### src/rtl/rom_pkg.sv
// Shared types and constants for the ROM initiator and its bus interface.
package rom_pkg;

    localparam int unsigned DEF_DATA_WIDTH = 8;
    localparam int unsigned DEF_ADDR_WIDTH = 3;
    localparam int unsigned READ_LATENCY   = 1;

    typedef enum logic [2:0] {
        IDLE,
        READ,
        WAIT,
        PRESENT,
        FINISH
    } state_t;

endpackage

### src/rtl/rom_reader_if.sv
// ROM read port plus valid/ready output stream; master is the reader, slave is ROM + consumer.
interface rom_reader_if
    import rom_pkg::*;
#(
    parameter int unsigned DATA_WIDTH = DEF_DATA_WIDTH,
    parameter int unsigned ADDR_WIDTH = DEF_ADDR_WIDTH
);

    logic                  rom_en;
    logic [ADDR_WIDTH-1:0] rom_addr;
    logic [DATA_WIDTH-1:0] rom_data;
    logic [DATA_WIDTH-1:0] out_data;
    logic                  out_valid;
    logic                  out_ready;
    logic                  out_last;

    modport master (
        output rom_en,
        output rom_addr,
        input  rom_data,
        output out_data,
        output out_valid,
        input  out_ready,
        output out_last
    );

    modport slave (
        input  rom_en,
        input  rom_addr,
        output rom_data,
        input  out_data,
        input  out_valid,
        output out_ready,
        input  out_last
    );

endinterface

### src/rtl/rom_reader.sv
// Walks a run of ROM addresses (wrapping), hides the registered read latency and
// streams each word out on valid/ready with a last marker and a done pulse.
module rom_reader
    import rom_pkg::*;
#(
    parameter int unsigned DATA_WIDTH = DEF_DATA_WIDTH,
    parameter int unsigned ADDR_WIDTH = DEF_ADDR_WIDTH
) (
    input  logic                  clock,
    input  logic                  reset,
    input  logic                  start,
    input  logic [ADDR_WIDTH-1:0] start_addr,
    input  logic [ADDR_WIDTH:0]   length,
    output logic                  busy,
    output logic                  done,
    rom_reader_if.master          bus
);

    localparam int unsigned LAT_W = (READ_LATENCY > 1) ? $clog2(READ_LATENCY) : 1;
    localparam logic [ADDR_WIDTH:0] REM_ONE = {{ADDR_WIDTH{1'b0}}, 1'b1};

    state_t                state;
    logic [ADDR_WIDTH-1:0] cur_addr;
    logic [ADDR_WIDTH:0]   remaining;
    logic [LAT_W-1:0]      lat;

    always_ff @(posedge clock) begin
        if (reset) begin
            state         <= IDLE;
            cur_addr      <= '0;
            remaining     <= '0;
            lat           <= '0;
            busy          <= 1'b0;
            done          <= 1'b0;
            bus.rom_en    <= 1'b0;
            bus.rom_addr  <= '0;
            bus.out_data  <= '0;
            bus.out_valid <= 1'b0;
            bus.out_last  <= 1'b0;
        end else begin
            done <= 1'b0;
            unique case (state)
                IDLE: begin
                    if (start) begin
                        busy <= 1'b1;
                        if (length != '0) begin
                            cur_addr     <= start_addr;
                            remaining    <= length;
                            bus.rom_en   <= 1'b1;
                            bus.rom_addr <= start_addr;
                            state        <= READ;
                        end else begin
                            done  <= 1'b1;
                            state <= FINISH;
                        end
                    end
                end
                READ: begin
                    bus.rom_en <= 1'b0;
                    lat        <= LAT_W'(READ_LATENCY - 1);
                    state      <= WAIT;
                end
                WAIT: begin
                    // Capture once the ROM's registered output has caught up.
                    if (lat == '0) begin
                        bus.out_data  <= bus.rom_data;
                        bus.out_valid <= 1'b1;
                        bus.out_last  <= (remaining == REM_ONE);
                        state         <= PRESENT;
                    end else begin
                        lat <= lat - LAT_W'(1);
                    end
                end
                PRESENT: begin
                    if (bus.out_ready) begin
                        bus.out_valid <= 1'b0;
                        bus.out_last  <= 1'b0;
                        remaining     <= remaining - REM_ONE;
                        cur_addr      <= cur_addr + ADDR_WIDTH'(1);
                        if (remaining != REM_ONE) begin
                            bus.rom_en   <= 1'b1;
                            bus.rom_addr <= cur_addr + ADDR_WIDTH'(1);
                            state        <= READ;
                        end else begin
                            done  <= 1'b1;
                            state <= FINISH;
                        end
                    end
                end
                FINISH: begin
                    busy  <= 1'b0;
                    state <= IDLE;
                end
                default: state <= IDLE;
            endcase
        end
    end

endmodule

### src/flat_wrapper.sv
// flat-port wrapper written by rule: the top's interface ports become plain ports
module rom_reader_flat import rom_pkg::*;
#(
    parameter int unsigned DATA_WIDTH = DEF_DATA_WIDTH,
    parameter int unsigned ADDR_WIDTH = DEF_ADDR_WIDTH
)
  (clock, reset, start, start_addr, length, busy, done, bus_rom_en, bus_rom_addr, bus_rom_data, bus_out_data, bus_out_valid, bus_out_ready, bus_out_last);
  rom_reader_if #(.DATA_WIDTH(DATA_WIDTH), .ADDR_WIDTH(ADDR_WIDTH)) bus_i ();
  input  logic clock;
  input  logic reset;
  input  logic start;
  input  logic [ADDR_WIDTH-1:0] start_addr;
  input  logic [ADDR_WIDTH:0] length;
  output logic busy;
  output logic done;
  output wire logic [$bits(bus_i.rom_en)-1:0] bus_rom_en;
  output wire logic [$bits(bus_i.rom_addr)-1:0] bus_rom_addr;
  input wire logic [$bits(bus_i.rom_data)-1:0] bus_rom_data;
  output wire logic [$bits(bus_i.out_data)-1:0] bus_out_data;
  output wire logic [$bits(bus_i.out_valid)-1:0] bus_out_valid;
  input wire logic [$bits(bus_i.out_ready)-1:0] bus_out_ready;
  output wire logic [$bits(bus_i.out_last)-1:0] bus_out_last;
  assign bus_rom_en = bus_i.rom_en;
  assign bus_rom_addr = bus_i.rom_addr;
  assign bus_i.rom_data = bus_rom_data;
  assign bus_out_data = bus_i.out_data;
  assign bus_out_valid = bus_i.out_valid;
  assign bus_i.out_ready = bus_out_ready;
  assign bus_out_last = bus_i.out_last;
  rom_reader #(.DATA_WIDTH(DATA_WIDTH), .ADDR_WIDTH(ADDR_WIDTH)) u_core (.clock(clock), .reset(reset), .start(start), .start_addr(start_addr), .length(length), .busy(busy), .done(done), .bus(bus_i));
endmodule
### config.mk
export PLATFORM = sky130hd
export DESIGN_NAME = rom_reader_flat
export DESIGN_NICKNAME = d
export VERILOG_FILES = /design/src/rtl/rom_pkg.sv /design/src/rtl/rom_reader_if.sv /design/src/rtl/rom_reader.sv /design/src/flat_wrapper.sv
export SDC_FILE = /design/constraint.sdc
export NUM_CORES = 1
export LEC_CHECK = 0
export CORE_MARGIN = 2
export CORE_UTILIZATION = 50
export DETAILED_ROUTE_END_ITERATION = 10
export GPL_TIMING_DRIVEN = 0
export PLACE_DENSITY = 0.83
export SETUP_SLACK_MARGIN = 0.05
export SYNTH_ARGS = -nofsm -noshare
export SYNTH_HDL_FRONTEND = slang
export SYNTH_SLANG_ARGS = --single-unit
### constraint.sdc
create_clock -name clock -period 2.5 [get_ports clock]
set_clock_uncertainty 0.1 [all_clocks]
set_input_delay 0.375 -clock clock [delete_from_list [all_inputs] [get_ports clock]]
set_output_delay 0.375 -clock clock [all_outputs]
set_load 0.02 [all_outputs]
==> results of run 1 <==
## cell families after synthesis
logic type	count (synthesis)
and+or+nand+nor	58
AOI/OAI and AO/OA	40
DFF	26
buffers and inverters	14
muxes	4
adders and majority gates	3
xor gates and xnor gates	2
## sequential cells by signal, indices dropped and copies added, names as in the netlist
register / flops
u_core.bus.out_data: 8
u_core.remaining: 4
u_core.bus.rom_addr: 3
u_core.cur_addr: 3
u_core.state: 3
u_core.bus.out_last: 1
u_core.bus.out_valid: 1
u_core.bus.rom_en: 1
u_core.busy: 1
u_core.done: 1
## metrics by stage
step / setup WS (ns) / instances
6_report: 0.466 / 214
5_1_grt: 0.315 / 214
4_1_cts: 0.487 / 214
3_5_place_dp: 0.212 / 210
3_3_place_gp: 0.240 / 210
2_1_floorplan: 0.794 / 147
## power by group through the flow
stage	Sequential, W	Combinational (W)	Clock [W]
2_1_floorplan	0.000526	0.000180	0
3_3_place_gp	0.000498	0.000321	0
3_5_place_dp	0.000501	0.000330	0
4_1_cts	0.000492	0.000333	0.000292
5_1_grt	0.000498	0.000363	0.000309
6_report	0.000491	0.000334	0.000291
## worst paths after layout
kind / startpoint / end / slack [ns] / cells past startpoint
setup reg to reg: u_core.remaining[1]$_SDFFE_PP0P_ / u_core.bus.rom_addr[2]$_SDFFE_PP0P_ / 0.47 / 6
hold / removal: u_core.bus.out_data[2]$_SDFFE_PP0N_ / u_core.bus.out_data[2]$_SDFFE_PP0N_ / 0.37 / 2
hold reg to reg: u_core.bus.out_data[2]$_SDFFE_PP0N_ / u_core.bus.out_data[2]$_SDFFE_PP0N_ / 0.37 / 2
setup / recovery: u_core.remaining[1]$_SDFFE_PP0P_ / u_core.bus.rom_addr[2]$_SDFFE_PP0P_ / 0.47 / 6
## metal layers
layer | wire length (µm) | vias to the layer above | GRT usage
met5 | 0 | - | 0
met2 | 1520 | 31 | 0.376
met3 | 115 | 4 | 0.0278
li1 | - | 598 | -
met1 | 1370 | 563 | 0.279
met4 | 29 | 0 | 0.0625
## cell usage after synthesis
library cell,count,area (µm²)
sky130_fd_sc_hd__a21oi_1,20,100
sky130_fd_sc_hd__o311ai_0,1,8.76
sky130_fd_sc_hd__nand2b_1,1,6.26
sky130_fd_sc_hd__a211oi_1,4,30.0
sky130_fd_sc_hd__or3_1,1,6.26
sky130_fd_sc_hd__buf_2,2,10.0
sky130_fd_sc_hd__nor3_1,3,15.0
sky130_fd_sc_hd__xor2_1,2,17.5
sky130_fd_sc_hd__nor4b_2,1,15.0
sky130_fd_sc_hd__clkbuf_1,7,26.3
sky130_fd_sc_hd__nor4_1,3,18.8
sky130_fd_sc_hd__and2_1,2,12.5
sky130_fd_sc_hd__a22oi_2,1,12.5
sky130_fd_sc_hd__and3_1,1,6.26
sky130_fd_sc_hd__nor3b_1,2,15.0
sky130_fd_sc_hd__o21ai_0,4,20.0
sky130_fd_sc_hd__inv_1,4,15.0
sky130_fd_sc_hd__ha_1,3,37.5
sky130_fd_sc_hd__or4_4,1,11.3
sky130_fd_sc_hd__nand3b_1,2,15.0
sky130_fd_sc_hd__mux2_2,2,22.5
sky130_fd_sc_hd__o2111a_1,1,11.3
sky130_fd_sc_hd__nor2_1,8,30.0
sky130_fd_sc_hd__mux2i_1,2,20.0
sky130_fd_sc_hd__a31o_2,1,8.76
sky130_fd_sc_hd__a311oi_2,2,30.0
sky130_fd_sc_hd__o31ai_1,2,15.0
sky130_fd_sc_hd__and3b_1,1,8.76
sky130_fd_sc_hd__a2111oi_0,2,17.5
sky130_fd_sc_hd__a22o_4,1,17.5
sky130_fd_sc_hd__nor2b_1,1,6.26
sky130_fd_sc_hd__buf_6,1,11.3
sky130_fd_sc_hd__nand3_1,2,10.0
sky130_fd_sc_hd__nand2_1,29,109
sky130_fd_sc_hd__dfxtp_1,26,521
sky130_fd_sc_hd__a221oi_2,1,15.0
## area by class of cell
| cell class | count | area (µm²) | area share |
|---|---|---|---|
| multi-input combinational | 107 | 669 | 0.400 |
| sequential | 26 | 520 | 0.311 |
| timing repair buffer | 33 | 330 | 0.197 |
| buffer | 10 | 47.5 | 0.0284 |
| tap | 30 | 37.5 | 0.0224 |
| clock inverter | 1 | 30.0 | 0.0180 |
| clock buffer | 3 | 22.5 | 0.0135 |
| inverter | 4 | 15.0 | 0.00898 |
## critical path, stage by stage (launching register included)
cell                      delay [ns]
sky130_fd_sc_hd__dfxtp_1        0.36
sky130_fd_sc_hd__inv_1          0.12
sky130_fd_sc_hd__ha_1           0.15
sky130_fd_sc_hd__nor3b_1        0.56
sky130_fd_sc_hd__nand2_1        0.29
sky130_fd_sc_hd__nand2_1        0.20
sky130_fd_sc_hd__mux2i_1        0.19
==> metrics.txt, run 1 <==
# TYPE chip_impl_metric gauge
chip_impl_info{name="rsz0062_at_grt",value="false"} 1
chip_impl_info{name="mostFrequentLayoutCells",value="sky130_fd_sc_hd__clkdlybuf4s50_1 (33), sky130_fd_sc_hd__nand2_1 (29), sky130_fd_sc_hd__dfxtp_1 (26)"} 1
chip_impl_info{name="cts_root_buf",value="sky130_fd_sc_hd__clkbuf_4"} 1
chip_impl_metric{name="avgViaCountPerCell",unit=""} 5.59
chip_impl_metric{name="finalWeightedCongestion",unit=""} 0.779
chip_impl_metric{name="synth.net_count",unit=""} 169
chip_impl_info{name="startpoint_kind_of_the_worst_setup_timing_path",value="flip-flop"} 1
chip_impl_info{name="synth_top_family_by_area",value="compound AO/OA/AOI/OAI gates"} 1
chip_impl_metric{name="cts_resized",unit=""} 0
chip_impl_metric{name="maximum_clock_frequency",unit="MHz"} 492
chip_impl_metric{name="leakage",unit="nW"} 0.613
chip_impl_metric{name="postLayoutCoreUtil",unit=""} 0.688
chip_impl_metric{name="timing.slew.headroom",unit=""} 0.552
chip_impl_info{name="critical_setup_path_kind",value="flip-flop to flip-flop"} 1
chip_impl_metric{name="drive_gt1_frac",unit=""} 0.0924
chip_impl_metric{name="pre_antenna_drt_iters",unit=""} 4
chip_impl_info{name="status",value="completed"} 1
chip_impl_metric{name="die_w",unit="µm"} 54.1
chip_impl_metric{name="placed_area",unit="µm²"} 1620
chip_impl_metric{name="power",unit="W"} 0.00112
chip_impl_metric{name="drv_slew",unit=""} 0
chip_impl_metric{name="filler_cell_count",unit=""} 190
chip_impl_metric{name="total_routed_length",unit="µm"} 3030
chip_impl_metric{name="synth_compound_area_frac",unit=""} 0.229
chip_impl_metric{name="ant_nets",unit=""} 0
chip_impl_metric{name="cts_inserted_buffers",unit=""} 3
chip_impl_metric{name="cts_sinks",unit=""} 26
chip_impl_metric{name="crit_path_max_fanout",unit=""} 5
chip_impl_metric{name="grt_usage",unit=""} 0.217
chip_impl_metric{name="tightestPinTransition",unit="ns"} 0.670
chip_impl_metric{name="design.final.nets",unit=""} 207
chip_impl_metric{name="syn_to_final_growth",unit="%"} 33.6
chip_impl_metric{name="timing.final.crit_period",unit="ns"} 2.03
chip_impl_metric{name="post_synth_xor_area_fraction",unit=""} 0.0140
chip_impl_metric{name="synth-seq-cells",unit=""} 26
chip_impl_metric{name="first_pass_grt_wire_length",unit="µm"} 4680
chip_impl_metric{name="muxShareOfSynthArea",unit=""} 0.0340
chip_impl_metric{name="sequentialPowerShare",unit=""} 0.440
chip_impl_metric{name="core",unit="µm²"} 2430
chip_impl_metric{name="drt_iter0_markers",unit=""} 36
chip_impl_metric{name="clockBufferDepth",unit=""} 2
chip_impl_metric{name="netlist-cell-type-count",unit=""} 36
chip_impl_metric{name="worst_ep_required_time",unit="ns"} 2.66
chip_impl_metric{name="boundaryPins",unit=""} 35
chip_impl_info{name="cts_tree",value="done"} 1
chip_impl_metric{name="sw_frac_of_total",unit=""} 0.305
chip_impl_metric{name="comb_power_share",unit=""} 0.299
chip_impl_metric{name="initial_core_utilization",unit=""} 0.515
chip_impl_metric{name="route.vias.total",unit=""} 1196
chip_impl_metric{name="synth.avg_cell_area",unit="µm²"} 8.52
chip_impl_metric{name="sequential_fraction_of_the_synthesis_area",unit=""} 0.416
chip_impl_metric{name="via_count_of_the_first_global_routing_pass",unit=""} 1020
chip_impl_metric{name="clk_pin_slew",unit="ns"} 0.15
chip_impl_metric{name="grt_max_degree",unit=""} 16
chip_impl_metric{name="synth-warning-count",unit=""} 0
chip_impl_metric{name="synth_cells",unit=""} 147
chip_impl_metric{name="yosys.area_share.adder",unit=""} 0.0300
chip_impl_metric{name="cts-hold-fix-buffers",unit=""} 0
chip_impl_metric{name="placement.io_buffers",unit=""} 33
chip_impl_metric{name="period_share",unit=""} 0.814
chip_impl_metric{name="gr-total-overflow",unit=""} 0
chip_impl_metric{name="mappedNetlistArea",unit="µm²"} 1250
chip_impl_metric{name="dieArea",unit="µm²"} 2920
chip_impl_metric{name="setup-violations-final",unit=""} 0
chip_impl_metric{name="final-hold-violation-count",unit=""} 0
chip_impl_metric{name="synth_simple_gate_area_frac",unit=""} 0.228
chip_impl_metric{name="post_dp_hpwl",unit="µm"} 2230
chip_impl_metric{name="max-vdd-ir-drop",unit="mV"} 0.534
chip_impl_metric{name="antenna-diode-count",unit=""} 0
chip_impl_info{name="critPathCaptureType",value="flip-flop"} 1
chip_impl_metric{name="clock_h_tree_levels",unit=""} 1
chip_impl_metric{name="cellPowerDensity",unit="nW/µm²"} 668
chip_impl_metric{name="fin_setup_tns",unit="ns"} 0
chip_impl_metric{name="power_frac_clock",unit=""} 0.261
chip_impl_metric{name="number_of_antenna_violations_at_the_first_check_in_global_routing",unit=""} 0
chip_impl_metric{name="insertion_delay",unit="ns"} 0.32
chip_impl_metric{name="switching_power",unit="W"} 0.000340
chip_impl_metric{name="cp_data_arrival_time",unit="ns"} 2.19
chip_impl_metric{name="internal_power",unit="W"} 0.000776
chip_impl_metric{name="row_count",unit=""} 18
chip_impl_metric{name="detail_route.wl_per_cell",unit="µm"} 14.1
chip_impl_metric{name="maxCapViolations",unit=""} 0
chip_impl_metric{name="cts.repair_timing.setup_buffer_count",unit=""} 0
chip_impl_metric{name="hold_slack",unit="ns"} 0.370
chip_impl_metric{name="drt_drc_violations_left",unit=""} 0
chip_impl_metric{name="final_cell_area",unit="µm²"} 1670
chip_impl_info{name="hold_path.class",value="flip-flop to flip-flop"} 1
chip_impl_info{name="layout.cells.most_common",value="sky130_fd_sc_hd__clkdlybuf4s50_1"} 1
chip_impl_metric{name="die-height",unit="µm"} 54.1
No activity file was read; power rests on OpenSTA's default activity.
==> run 2, diff against run 1 <==
CORE_UTILIZATION = 47   (was 50)
PLACE_DENSITY = 0.79   (was 0.83)
clock period = 2.05 ns   (was 2.5 ns; I/O delays follow)
==> run 2 against run 1 <==
Via count up 0.84%. Largest cell class unchanged. Power is 22% higher. Global-route usage is 2.0 points lower. Worst hold slack got worse by 0.060 ns. Sequential share of layout area fell by 0.093 points. Cell count unchanged. Sequential power up 23%. Die area is 5.9% higher. Register-to-register slack got worse by 0.23 ns.
==> metrics.txt, run 2 (synthesized netlist as in run 1, its figures left out) <==
# TYPE chip_impl_metric gauge
chip_impl_metric{name="min_delay_path_depth",unit=""} 2
chip_impl_metric{name="drive_gt1_frac",unit=""} 0.0978
chip_impl_metric{name="period_share",unit=""} 0.922
chip_impl_metric{name="cp_data_arrival_time",unit="ns"} 2.06
chip_impl_metric{name="number_of_antenna_violations_at_the_first_check_in_global_routing",unit=""} 0
chip_impl_info{name="rsz0062_at_grt",value="false"} 1
chip_impl_metric{name="sequentialPowerShare",unit=""} 0.440
chip_impl_metric{name="leakage",unit="nW"} 0.617
chip_impl_metric{name="maximum_clock_frequency",unit="MHz"} 529
chip_impl_metric{name="worst_ep_required_time",unit="ns"} 2.22
chip_impl_metric{name="timing.final.crit_period",unit="ns"} 1.89
chip_impl_metric{name="switching_power",unit="W"} 0.000420
chip_impl_metric{name="drt_drc_violations_left",unit=""} 0
chip_impl_info{name="largest_register",value="u_core.bus.out_data"} 1
chip_impl_metric{name="dpl_worst_slack",unit="ns"} -0.152
chip_impl_metric{name="largest_register_ff_count",unit=""} 8
chip_impl_metric{name="clockBufferDepth",unit=""} 2
chip_impl_info{name="hold_path.class",value="primary input to flip-flop"} 1
chip_impl_info{name="cts_tree",value="done"} 1
chip_impl_metric{name="comb_power_share",unit=""} 0.294
chip_impl_metric{name="drt_iter0_markers",unit=""} 31
chip_impl_metric{name="pre_antenna_drt_iters",unit=""} 5
chip_impl_metric{name="rr_worst_depth",unit=""} 7
chip_impl_info{name="mostFrequentLayoutCells",value="sky130_fd_sc_hd__clkdlybuf4s50_1 (33), sky130_fd_sc_hd__nand2_1 (29), sky130_fd_sc_hd__dfxtp_1 (26)"} 1
chip_impl_info{name="status",value="completed"} 1
chip_impl_info{name="layout.cells.most_common",value="sky130_fd_sc_hd__clkdlybuf4s50_1"} 1
chip_impl_metric{name="filler_cell_count",unit=""} 212
chip_impl_metric{name="clock_h_tree_levels",unit=""} 1
chip_impl_metric{name="setup-violations-final",unit=""} 0
chip_impl_metric{name="clk_pin_slew",unit="ns"} 0.15
chip_impl_metric{name="timing.slew.headroom",unit=""} 0.605
chip_impl_metric{name="grt_max_degree",unit=""} 16
chip_impl_metric{name="crit_path_max_fanout",unit=""} 10
chip_impl_metric{name="finalWeightedCongestion",unit=""} 0.755
chip_impl_metric{name="fin_setup_tns",unit="ns"} 0
chip_impl_metric{name="design.final.nets",unit=""} 207
chip_impl_metric{name="cts_sinks",unit=""} 26
chip_impl_metric{name="route.vias.total",unit=""} 1206
chip_impl_metric{name="final-hold-violation-count",unit=""} 0
chip_impl_metric{name="gr-total-overflow",unit=""} 0
chip_impl_metric{name="syn_to_final_growth",unit="%"} 34.0
chip_impl_metric{name="tightestPinTransition",unit="ns"} 0.593
chip_impl_metric{name="core",unit="µm²"} 2500
chip_impl_metric{name="drv_slew",unit=""} 0
chip_impl_metric{name="initial_core_utilization",unit=""} 0.501
chip_impl_metric{name="final.setup.worst_slack",unit="ns"} 0.159
chip_impl_metric{name="grt_usage",unit=""} 0.196
chip_impl_info{name="whs_endpoint",value="u_core.remaining[0]$_SDFFE_PP0P_"} 1
chip_impl_metric{name="first_pass_grt_wire_length",unit="µm"} 5110
chip_impl_metric{name="ant_nets",unit=""} 0
chip_impl_metric{name="worst-r2r-setup-slack",unit="ns"} 0.24
chip_impl_info{name="reg2reg_to",value="u_core.bus.rom_addr[2]$_SDFFE_PP0P_"} 1
chip_impl_metric{name="sw_frac_of_total",unit=""} 0.307
chip_impl_metric{name="post_dp_hpwl",unit="µm"} 2190
chip_impl_metric{name="row_count",unit=""} 18
chip_impl_metric{name="max-vdd-ir-drop",unit="mV"} 0.571
chip_impl_metric{name="cts_inserted_buffers",unit=""} 3
chip_impl_info{name="registers_with_the_highest_flip_flop_counts",value="u_core.bus.out_data: 8 flops, u_core.remaining: 4 flops"} 1
chip_impl_metric{name="die-height",unit="µm"} 55.6
chip_impl_metric{name="die_w",unit="µm"} 55.6
chip_impl_metric{name="internal_power",unit="W"} 0.000947
chip_impl_metric{name="antenna-diode-count",unit=""} 0
chip_impl_metric{name="dieArea",unit="µm²"} 3090
chip_impl_metric{name="total_routed_length",unit="µm"} 2980
chip_impl_metric{name="cellPowerDensity",unit="nW/µm²"} 815
chip_impl_metric{name="maxCapViolations",unit=""} 0
chip_impl_metric{name="boundaryPins",unit=""} 35
chip_impl_info{name="launch_point_of_the_worst_hold_path",value="reset"} 1
chip_impl_metric{name="insertion_delay",unit="ns"} 0.33
chip_impl_metric{name="detail_route.wl_per_cell",unit="µm"} 13.9
chip_impl_info{name="cts_root_buf",value="sky130_fd_sc_hd__clkbuf_4"} 1
chip_impl_metric{name="via_count_of_the_first_global_routing_pass",unit=""} 1165
chip_impl_metric{name="avgViaCountPerCell",unit=""} 5.64
chip_impl_info{name="critical_setup_path_kind",value="primary input to flip-flop"} 1
chip_impl_metric{name="cts.repair_timing.setup_buffer_count",unit=""} 0
chip_impl_metric{name="placement.io_buffers",unit=""} 33
chip_impl_info{name="startpoint_kind_of_the_worst_setup_timing_path",value="primary input"} 1
chip_impl_info{name="critPathCaptureType",value="flip-flop"} 1
chip_impl_info{name="r2r_start",value="u_core.state[2]$_SDFFE_PP0P_"} 1
chip_impl_metric{name="power_frac_clock",unit=""} 0.266
## run 2: layer usage
metal	vias up	share of wire	global-route usage
met2	31	0.49	0.325
met5	-	0	0
li1	599	-	-
met1	572	0.45	0.272
met4	0	0.0091	0.0453
met3	4	0.048	0.0256
## run 2: worst max-delay path by stage
stage | startpoint | to | slack (ns) | cells after the start
after global routing | length[0] | u_core.bus.rom_addr[2]$_SDFFE_PP0P_ | 0.10 | 6
after CTS | length[0] | u_core.bus.rom_addr[2]$_SDFFE_PP0P_ | 0.16 | 6
after detailed placement | length[0] | u_core.bus.rom_addr[2]$_SDFFE_PP0P_ | -0.15 | 6
after floorplan | length[1] | u_core.bus.rom_addr[2]$_SDFFE_PP0P_ | 0.41 | 5
final | length[0] | u_core.bus.rom_addr[2]$_SDFFE_PP0P_ | 0.16 | 6
after global placement | length[0] | u_core.bus.rom_addr[2]$_SDFFE_PP0P_ | -0.14 | 6
## run 2: area by class of cell
cell class / instances / area (µm²) / area share
plain buffers: 10 / 47.5 / 0.0283
clock buffers: 3 / 22.5 / 0.0134
clock inverters: 1 / 30.0 / 0.0179
inverters: 4 / 15.0 / 0.00895
multi-input cells: 107 / 674 / 0.402
flip-flops and latches: 26 / 520 / 0.310
well taps: 30 / 37.5 / 0.0224
repair buffers: 33 / 330 / 0.197
## run 2: worst max-delay path: stages
cell and delay [ns]:
sky130_fd_sc_hd__clkdlybuf4s50_1 0.46, sky130_fd_sc_hd__or4_4 0.57, sky130_fd_sc_hd__a22o_4 0.26, sky130_fd_sc_hd__buf_6 0.15, sky130_fd_sc_hd__nand2_1 0.11, sky130_fd_sc_hd__mux2i_1 0.20
## run 2: what timing repair did
item,in CTS,in global routing
gates resized for setup,1,0
endpoints found under the setup margin,3,0
hold endpoints to repair,0,0
hold buffers,0,0
## run 2: per-stage QoR
| step | std cells | util | instance area, µm² | hold WS (ns) | total power (W) |
|---|---|---|---|---|---|
| 6_report | 214 | 0.671 | 1680 | 0.310 | 0.00137 |
| 5_1_grt | 214 | 0.671 | 1680 | 0.332 | 0.00143 |
| 4_1_cts | 214 | 0.671 | 1680 | 0.293 | 0.00136 |
| 3_5_place_dp | 210 | 0.648 | 1620 | 0.346 | 0.00101 |
| 3_3_place_gp | 210 | 0.648 | 1620 | 0.343 | 0.000999 |
| 2_1_floorplan | 147 | - | 1250 | 0.344 | 0.000861 |
## run 2: power groups by stage
stage	logic [W]	registers, W	clock network [W]
2_1_floorplan	0.000220	0.000642	0
3_3_place_gp	0.000391	0.000608	0
3_5_place_dp	0.000400	0.000611	0
4_1_cts	0.000404	0.000600	0.000359
5_1_grt	0.000439	0.000609	0.000384
6_report	0.000403	0.000602	0.000363
